<file path="config.mk">
export PLATFORM = sky130hd
export DESIGN_NAME = player_controller
export DESIGN_NICKNAME = d
export VERILOG_FILES = /design/src/rtl/player_controller.sv
export SDC_FILE = /design/constraint.sdc
export NUM_CORES = 2
export LEC_CHECK = 0
export BUFFER_PORTS_ARGS = -buffer_cell sky130_fd_sc_hd__buf_2
export CAP_MARGIN = 20
export CORE_ASPECT_RATIO = 0.75
export CORE_MARGIN = 2
export CORE_UTILIZATION = 30
export DETAILED_ROUTE_END_ITERATION = 8
export GPL_TIMING_DRIVEN = 1
export PLACE_DENSITY = 0.53
export SYNTH_ARGS = -nofsm -noshare
export SYNTH_HDL_FRONTEND = slang
export SYNTH_SLANG_ARGS = --single-unit
</file>
<file path="constraint.sdc">
create_clock -name pixel_clk_in -period 16.4 [get_ports pixel_clk_in]
set_input_delay 2.46 -clock pixel_clk_in [delete_from_list [all_inputs] [get_ports pixel_clk_in]]
set_output_delay 2.46 -clock pixel_clk_in [all_outputs]
set_load 0.02 [all_outputs]
</file>
<file path="src/rtl/player_controller.sv">
// Player pose controller: on each serviced frame tick, rotate and move the camera
// pose from a button snapshot, checking the map for walls before committing.
module player_controller #(
    parameter logic [15:0] INIT_POS_X   = 16'h0C00,
    parameter logic [15:0] INIT_POS_Y   = 16'h0C00,
    parameter logic [15:0] INIT_DIR_X   = 16'h0100,
    parameter logic [15:0] INIT_DIR_Y   = 16'h0000,
    parameter logic [15:0] INIT_PLANE_X = 16'h0000,
    parameter logic [15:0] INIT_PLANE_Y = 16'h00A9,
    parameter logic [15:0] ROT_COS      = 16'h00FE,
    parameter logic [15:0] ROT_SIN      = 16'h0020,
    parameter logic [15:0] MOVE_SPEED   = 16'h0020,
    parameter int          MAP_SIZE     = 24
) (
    input  logic        pixel_clk_in,
    input  logic        rst_in,
    input  logic        frame_tick_in,
    input  logic        rays_busy_in,
    input  logic        fwd_in,
    input  logic        bwd_in,
    input  logic        left_in,
    input  logic        right_in,
    output logic [9:0]  map_addr_out,
    output logic        map_req_out,
    input  logic        map_rvalid_in,
    input  logic [3:0]  map_wall_in,
    output logic [15:0] posX_out,
    output logic [15:0] posY_out,
    output logic [15:0] dirX_out,
    output logic [15:0] dirY_out,
    output logic [15:0] planeX_out,
    output logic [15:0] planeY_out,
    output logic        pose_update_out,
    output logic        busy_out
);
    typedef enum logic [2:0] {IDLE, ROT, MOVE, MAP_WAIT, COMMIT} state_t;

    localparam logic [7:0] MAP_LIM = 8'(MAP_SIZE);
    localparam logic [9:0] MAP_W   = 10'(MAP_SIZE);

    state_t state, state_nx;

    logic        pending, service;
    logic        btn_fwd, btn_bwd, btn_left, btn_right;
    logic [15:0] snap_dir_x, snap_dir_y, snap_plane_x, snap_plane_y;
    logic [15:0] rot_dir_x, rot_dir_y, rot_plane_x, rot_plane_y;
    logic [15:0] cand_x, cand_y, next_x, next_y, delta_x, delta_y;
    logic        moving, in_bounds, accept;
    logic [9:0]  cand_addr;

    function automatic logic signed [31:0] mul(input logic [15:0] a, input logic [15:0] b);
        logic signed [31:0] ea, eb;
        ea = {{16{a[15]}}, a};
        eb = {{16{b[15]}}, b};
        return ea * eb;
    endfunction

    function automatic logic [15:0] fx(input logic signed [31:0] v);
        logic signed [31:0] s;
        s = v >>> 8;
        return s[15:0];
    endfunction

    // Returns {x', y'}; en=0 leaves the vector untouched (no or both turn buttons).
    function automatic logic [31:0] rotate(input logic [15:0] x, input logic [15:0] y,
                                           input logic turn_left, input logic en);
        if (!en)
            return {x, y};
        if (turn_left)
            return {fx(mul(x, ROT_COS) - mul(y, ROT_SIN)), fx(mul(x, ROT_SIN) + mul(y, ROT_COS))};
        return {fx(mul(x, ROT_COS) + mul(y, ROT_SIN)), fx(mul(y, ROT_COS) - mul(x, ROT_SIN))};
    endfunction

    assign service     = (state == IDLE) && (frame_tick_in || pending) && !rays_busy_in;
    assign busy_out    = (state != IDLE);
    assign map_req_out = (state == MAP_WAIT);

    // Move uses the pre-rotation dir snapshot, never the freshly rotated one.
    always_comb begin
        delta_x   = fx(mul(snap_dir_x, MOVE_SPEED));
        delta_y   = fx(mul(snap_dir_y, MOVE_SPEED));
        next_x    = btn_fwd ? posX_out + delta_x : posX_out - delta_x;
        next_y    = btn_fwd ? posY_out + delta_y : posY_out - delta_y;
        moving    = btn_fwd ^ btn_bwd;
        in_bounds = !next_x[15] && !next_y[15] && (next_x[15:8] < MAP_LIM) && (next_y[15:8] < MAP_LIM);
        cand_addr = 10'(next_y[15:8]) * MAP_W + 10'(next_x[15:8]);
    end

    always_ff @(posedge pixel_clk_in) begin
        if (rst_in)
            state <= IDLE;
        else
            state <= state_nx;
    end

    always_comb begin
        state_nx = state;
        case (state)
            IDLE:     if (service) state_nx = ROT;
            ROT:      state_nx = MOVE;
            MOVE:     state_nx = (moving && in_bounds) ? MAP_WAIT : COMMIT;
            MAP_WAIT: if (map_rvalid_in) state_nx = COMMIT;
            COMMIT:   state_nx = IDLE;
            default:  state_nx = IDLE;
        endcase
    end

    always_ff @(posedge pixel_clk_in) begin
        if (rst_in) begin
            pending         <= 1'b0;
            pose_update_out <= 1'b0;
            map_addr_out    <= '0;
            accept          <= 1'b0;
            {btn_fwd, btn_bwd, btn_left, btn_right} <= '0;
            {snap_dir_x, snap_dir_y, snap_plane_x, snap_plane_y} <= '0;
            {rot_dir_x, rot_dir_y, rot_plane_x, rot_plane_y}     <= '0;
            cand_x          <= '0;
            cand_y          <= '0;
            posX_out        <= INIT_POS_X;
            posY_out        <= INIT_POS_Y;
            dirX_out        <= INIT_DIR_X;
            dirY_out        <= INIT_DIR_Y;
            planeX_out      <= INIT_PLANE_X;
            planeY_out      <= INIT_PLANE_Y;
        end else begin
            pose_update_out <= (state == COMMIT);
            if (service)
                pending <= 1'b0;
            else if (frame_tick_in)
                pending <= 1'b1;

            case (state)
                IDLE: if (service) begin
                    {btn_fwd, btn_bwd, btn_left, btn_right} <= {fwd_in, bwd_in, left_in, right_in};
                    snap_dir_x   <= dirX_out;
                    snap_dir_y   <= dirY_out;
                    snap_plane_x <= planeX_out;
                    snap_plane_y <= planeY_out;
                    accept       <= 1'b0;
                end
                ROT: begin
                    {rot_dir_x, rot_dir_y}     <= rotate(snap_dir_x, snap_dir_y, btn_left, btn_left ^ btn_right);
                    {rot_plane_x, rot_plane_y} <= rotate(snap_plane_x, snap_plane_y, btn_left, btn_left ^ btn_right);
                end
                MOVE: begin
                    cand_x <= next_x;
                    cand_y <= next_y;
                    if (moving && in_bounds)
                        map_addr_out <= cand_addr;
                end
                MAP_WAIT: if (map_rvalid_in && map_wall_in == 4'd0) accept <= 1'b1;
                COMMIT: begin
                    dirX_out   <= rot_dir_x;
                    dirY_out   <= rot_dir_y;
                    planeX_out <= rot_plane_x;
                    planeY_out <= rot_plane_y;
                    if (accept) begin
                        posX_out <= cand_x;
                        posY_out <= cand_y;
                    end
                end
                default: ;
            endcase
        end
    end
endmodule

</file>
# After elaboration in Yosys (flattened, before gate mapping)
# Cells that the tools add are included.
# word_totals
ff_bits	276
latch_bits	0
mem_bits_rw	0
romBits	0
inputBits	13
out_inout_bits	109
mem_count	0
# classes
add_sub_neg	13
mul	5
div_mod_pow	0
magnitude_cmp	2
eq_ne	7
shifts	0
mux	24
n_bitwise	2
n_reduce_logical	21
# op_table
op	n
2-to-1 mux 32 bit	8
subtractor 24 x 21 -> 24 bit	4
multiplier 16 x 8 -> 23 bit (second input constant)	4
adder 21 x 24 -> 24 bit	2
adder 24 x 21 -> 24 bit	2
adder 16 bit	2
2-to-1 mux 16 bit	2
subtractor 16 bit	2
less-than comparator 8 x 5 -> 1 bit (second input constant)	2
one-hot mux 3 bit (4 select lines)	1
adder 10 x 8 -> 10 bit	1
2-to-1 mux 1 bit	9
2-to-1 mux 3 bit	3
multiplier 8 x 2 -> 7 bit (second input constant)	1
AND reduction 2 bit	4
logical AND 1 bit	7
== test 3 x 2 -> 1 bit (second input constant)	2
zero test 4 bit	1
!= test 2 x 1 -> 1 bit (second input constant)	2
== test 3 x 1 -> 1 bit (second input constant)	1
== test 3 bit (second input constant)	1
zero test 1 bit	3
zero test 3 bit	1
AND reduction 3 bit	1
other kinds (7)	8

# Logic depth before layout (Yosys ltp)
# logic_depth
depth_word	9
ltp_mapped	31

# Least setup slack after synthesis
# OpenSTA, ideal clock, no wires.
# synth_timing
kind	reg-to-reg
start	register snap_dir_y[3]
end	register rot_dir_y[15]
setup_time_ps	134
t_arrival_ps	6379
required_ps	16266
slack_ps	9887
path_stages_with_launch	31
period_less_slack_ps	6513
cell_sequence	dfxtp_1 -> inv_1 -> fa_1 -> fa_1 -> inv_1 -> fa_1 -> inv_1 -> fa_1 -> inv_1 -> ha_1 -> inv_1 -> o21bai_1 -> a21oi_1 -> o21ai_0 -> a21oi_1 -> nor2b_1 -> o21ai_0 -> nand2b_1 -> a21oi_1 -> xnor2_1 -> ha_1 -> a21o_1 -> a21oi_1 -> o31ai_1 -> and4_1 -> o31a_1 -> o21a_1 -> nor2_1 -> xnor2_1 -> xnor2_1 -> o22ai_1
# synth_via
elab_chain_cells	5
word_cells_on_any_way	6
# synth_rtl
element	line	rtl
start: declaration	45	logic [15:0] snap_dir_x, snap_dir_y, snap_plane_x, snap_plane_y;
start signal: assignment	136	snap_dir_y <= dirY_out;
multiplier 16 x 8 -> 23 bit *	55	return ea * eb;
adder 21 x 24 -> 24 bit	70	return {fx(mul(x, ROT_COS) - mul(y, ROT_SIN)), fx(mul(x, ROT_SIN) + mul(y, ROT_COS))};
2-to-1 mux 32 bit	69	if (turn_left)
2-to-1 mux 32 bit *	71	return {fx(mul(x, ROT_COS) + mul(y, ROT_SIN)), fx(mul(y, ROT_COS) - mul(x, ROT_SIN))};
2-to-1 mux 32 bit *	69	
end signal: assignment	142	{rot_dir_x, rot_dir_y} <= rotate(snap_dir_x, snap_dir_y, btn_left, btn_left ^ btn_right);
end: declaration	46	logic [15:0] rot_dir_x, rot_dir_y, rot_plane_x, rot_plane_y;
# Every way passes the cells marked *; elsewhere a longest branch is shown, timed or not.
# A chain may end at the register's enable or synchronous reset.

# Worst setup path in the final report
# Ends and elaborated chain as after synthesis.

==> flow_summary_export.csv <==
group,metric,value,unit
sta,setup_ws,9.130,ns
yosys,syn-num-nets,4319,
pwr,p_sw_frac,0.3338,
setup_path,slowest_delay,0.62,ns
pwr,p_comb_frac,0.233,
pwr,finalPower,1.947,mW
sta,finalSetupTns,0,ns
floorplanning,fp.dieW,368.9,um
pwr,seqPwrFrac,0.366,
clocking,cts_resized,0,
floorplanning,start_util,0.3023,
global_route,track_usage,0.1680,
yosys,yosysWarnings,0,
place,dp_slack,9.217,ns
yosys,syn_area,0.02996,sq mm
sta,report.final.slew_viol_count,0,
setup_path,cpMaxStageDelayCell,"dfxtp_1",
clocking,cts_htree_levels,2,
finish,area_growth,10.42,%
floorplanning,ioPinCount,122,
sta,min_period,7.270,ns
yosys,synth_edf_count,0,
pwr,power_switching,650.0,uW
finish,drive_gt1_frac,0.06694,
global_route,antenna_found_initial,1,
clocking,cts_buffers,34,
drt,viasPerCell,4.668,
setup_path,crit_fanout,11,
floorplanning,row_count,100,
setup_path,reg2reg_slack,9.13,ns
yosys,avgSynthCellArea,8.227,sq um
setup_path,crit_required,16.80,ns
clocking,cts.hold.buffers_added,0,
drt,drc,0,
place,port-buffer-count,121,
job,maxCapViolCount,0,
pwr,clkPwrFrac,0.401,
sta,hold_slack,0.4374,ns
run_status,status,"complete, no violations",
pwr,power_density,58.86,mW/mm^2
clocking,numClockSinks,276,
drt,dr.pass1.iters,5,
clocking,post_cts_buffers,0,
sta,fmax,137.6,MHz
pwr,ir_drop,0.06624,mV
finish,layout.nets,4374,
sta,rsz0062_at_grt,"false",
sta,relSlewSlack,0.2895,
yosys,synth_cells,3642,
pwr,internal_power,1.297,mW
global_route,grt_pass1_vias,22960,
yosys,ys_ff_latch,276,
floorplanning,die_area,0.1024,sq mm
setup_path,crit_type,"reg2reg",
place,dp_hpwl,65240,um
floorplanning,dieHeight,277.7,um
clocking,root_buffer,"clkbuf_16",
sta,worst_pin_slew,1.066,ns
sta,setup_viol,0,
yosys,ys_types,87,
drt,ant_nets,0,
global_route,grt_max_degree,94,
clocking,tritoncts,"built",
global_route,grt-ovfl-total,0,
setup_path,crit_top_cell,"inv_1",
clocking,clk_pin_slew,0.06,ns
yosys,synthArstFlopShare,0,
sta,min_period_over_period,0.4433,
setup_path,end_kind,"flop",
drt,drtIter0Drc,1631,
drt,dr_total_vias,23560,
clocking,cts_buffer_depth,3,
drt,wirelength,86100,um
setup_path,arrival,7.67,ns
setup_path,startpoint_type,"flop",
worst_hold_path,hold_class,"reg2reg",
global_route,grt_pass1_wl,135100,um
clocking,insertion_delay,0.59,ns
pwr,leakagePower,15.62,nW
finish,final_util,0.3339,
sta,hold_viol,0,
drt,routedWlPerCell,17.06,um
yosys,seq_area_frac_synth,0.1844,
sta,fin_skew,0.03345,ns
floorplanning,coreArea,0.09910,sq mm
yosys,synth-main-ff-cell,"dfxtp_1",
place,place.gp.congestion,0.8589,
-- through the flow --
stage | cell area (sq um) | cells
global route | 33080 | 5046
detailed placement | 31990 | 4987
CTS | 33080 | 5046
floorplan | 29960 | 3642
finish | 33080 | 5047
global placement | 31990 | 4987
-- final timing paths --
kind,cells after the start,startpoint,endpoint
setup / recovery,30,snap_dir_y[3],rot_dir_y[15]
hold / removal,2,rot_plane_x[3],planeX_out[3]
setup reg to reg,30,snap_dir_y[3],rot_dir_y[15]
hold reg to reg,2,rot_plane_x[3],planeX_out[3]
-- synthesized netlist by cell type (4+ instances only) --
cell | n | area [sq um]
a21oi_1 | 352 | 1762
nand2b_1 | 22 | 137.6
clkbuf_1 | 114 | 427.9
fa_1 | 288 | 5766
o221ai_1 | 5 | 43.79
nand2_1 | 485 | 1821
nor3_1 | 38 | 190.2
o211ai_1 | 17 | 127.6
nand4_1 | 5 | 31.28
a211oi_1 | 24 | 180.2
o2111ai_1 | 4 | 35.03
xnor2_1 | 204 | 1787
nor4_1 | 7 | 43.79
buf_1 | 10 | 37.54
ha_1 | 376 | 4705
a41oi_1 | 5 | 43.79
nor3b_1 | 5 | 37.54
o21ai_0 | 122 | 610.6
o31a_1 | 7 | 61.31
o21a_1 | 25 | 187.7
a31oi_1 | 37 | 231.5
o21bai_1 | 10 | 75.07
or2_2 | 17 | 106.4
a21o_1 | 50 | 375.4
xor2_1 | 72 | 630.6
nor2_1 | 209 | 784.5
o22ai_1 | 8 | 50.05
nor2b_1 | 22 | 137.6
and4b_1 | 4 | 40.04
and3_1 | 29 | 181.4
a311oi_1 | 9 | 78.83
nand3_1 | 27 | 135.1
and2_1 | 14 | 87.58
a21boi_0 | 9 | 67.56
mux2i_1 | 14 | 140.1
dfxtp_1 | 276 | 5525
inv_1 | 620 | 2327
mux2_2 | 8 | 90.09
a221oi_1 | 5 | 43.79
o31ai_1 | 5 | 37.54
or3_1 | 13 | 81.33
-- layout by cell type, fill, tap and decap left out, types with 50 or more instances in the layout --
cell and instances:
o21ai_0 122, xnor2_1 203, nor2_1 209, nand2_1 483
a21oi_1 352, inv_1 620, xor2_1 71, a21o_1 50
fa_1 288, buf_2 120, dfxtp_1 275, ha_1 376
-- area by class of cell --
cell class | count | area, sq um
fillers | 10530 | 66010
multi-input cells | 2617 | 21670
flip-flops and latches | 276 | 5529
inverters | 624 | 2342
well taps | 1326 | 1659
clock buffers | 44 | 918.4
repair buffers | 144 | 788.3
clock inverters | 15 | 176.4
diodes | 1 | 2.502
-- layer usage --
metal,up-vias,GRT usage,part of all wire
li1,11810,-,-
met1,11250,0.2505,0.51
met2,423,0.2554,0.43
met3,84,0.02410,0.046
met4,0,0.03359,0.019
met5,-,0,0
-- worst max-delay path: cells and delay by family, from the launching register on --
family                     cells  cell delay, ns
AOI/OAI and AO/OA             12            2.33
buffers and inverters          5            0.41
DFF                            1            0.62
adders and majority gates      6            2.72
and+or+nand+nor                4            0.56
xor gates and xnor gates       3            0.44
-- state kept, by name (all words and copies together), names as in the netlist, 3 cells and up --
name / cells
cand_x: 16
cand_y: 16
dirX_out: 16
dirY_out: 16
map_addr_out: 10
planeX_out: 16
planeY_out: 16
posX_out: 16
posY_out: 16
rot_dir_x: 16
rot_dir_y: 16
rot_plane_x: 16
rot_plane_y: 16
snap_dir_x: 16
snap_dir_y: 16
snap_plane_x: 16
snap_plane_y: 16
state: 3
-- cell families (layout without fill, tap and decap cells) --
| group | count (synthesis) | in the layout | share of synthesized area |
|---|---|---|---|
| adder cells (fa/ha/maj) | 665 | 665 | 0.3498 |
| XOR/XNOR | 279 | 279 | 0.08252 |
| buffers and inverters | 749 | 827 | 0.09409 |
| other | 0 | 1 | 0 |
| AND/OR/NAND/NOR | 914 | 914 | 0.1328 |
| flip-flops | 276 | 276 | 0.1844 |
| multiplexers | 22 | 22 | 0.007684 |
| AO/OA/AOI/OAI | 737 | 737 | 0.1487 |
-- power groups by stage --
stage | sequential (mW) | combinational [mW] | clock [mW]
final | 0.713 | 0.453 | 0.781
after global placement | 0.727 | 0.449 | 0
after floorplan | 0.721 | 0.317 | 0
after global routing | 0.716 | 0.505 | 0.833
after detailed placement | 0.727 | 0.449 | 0
after CTS | 0.712 | 0.454 | 0.808
Power figures use the tool's default switching activity.
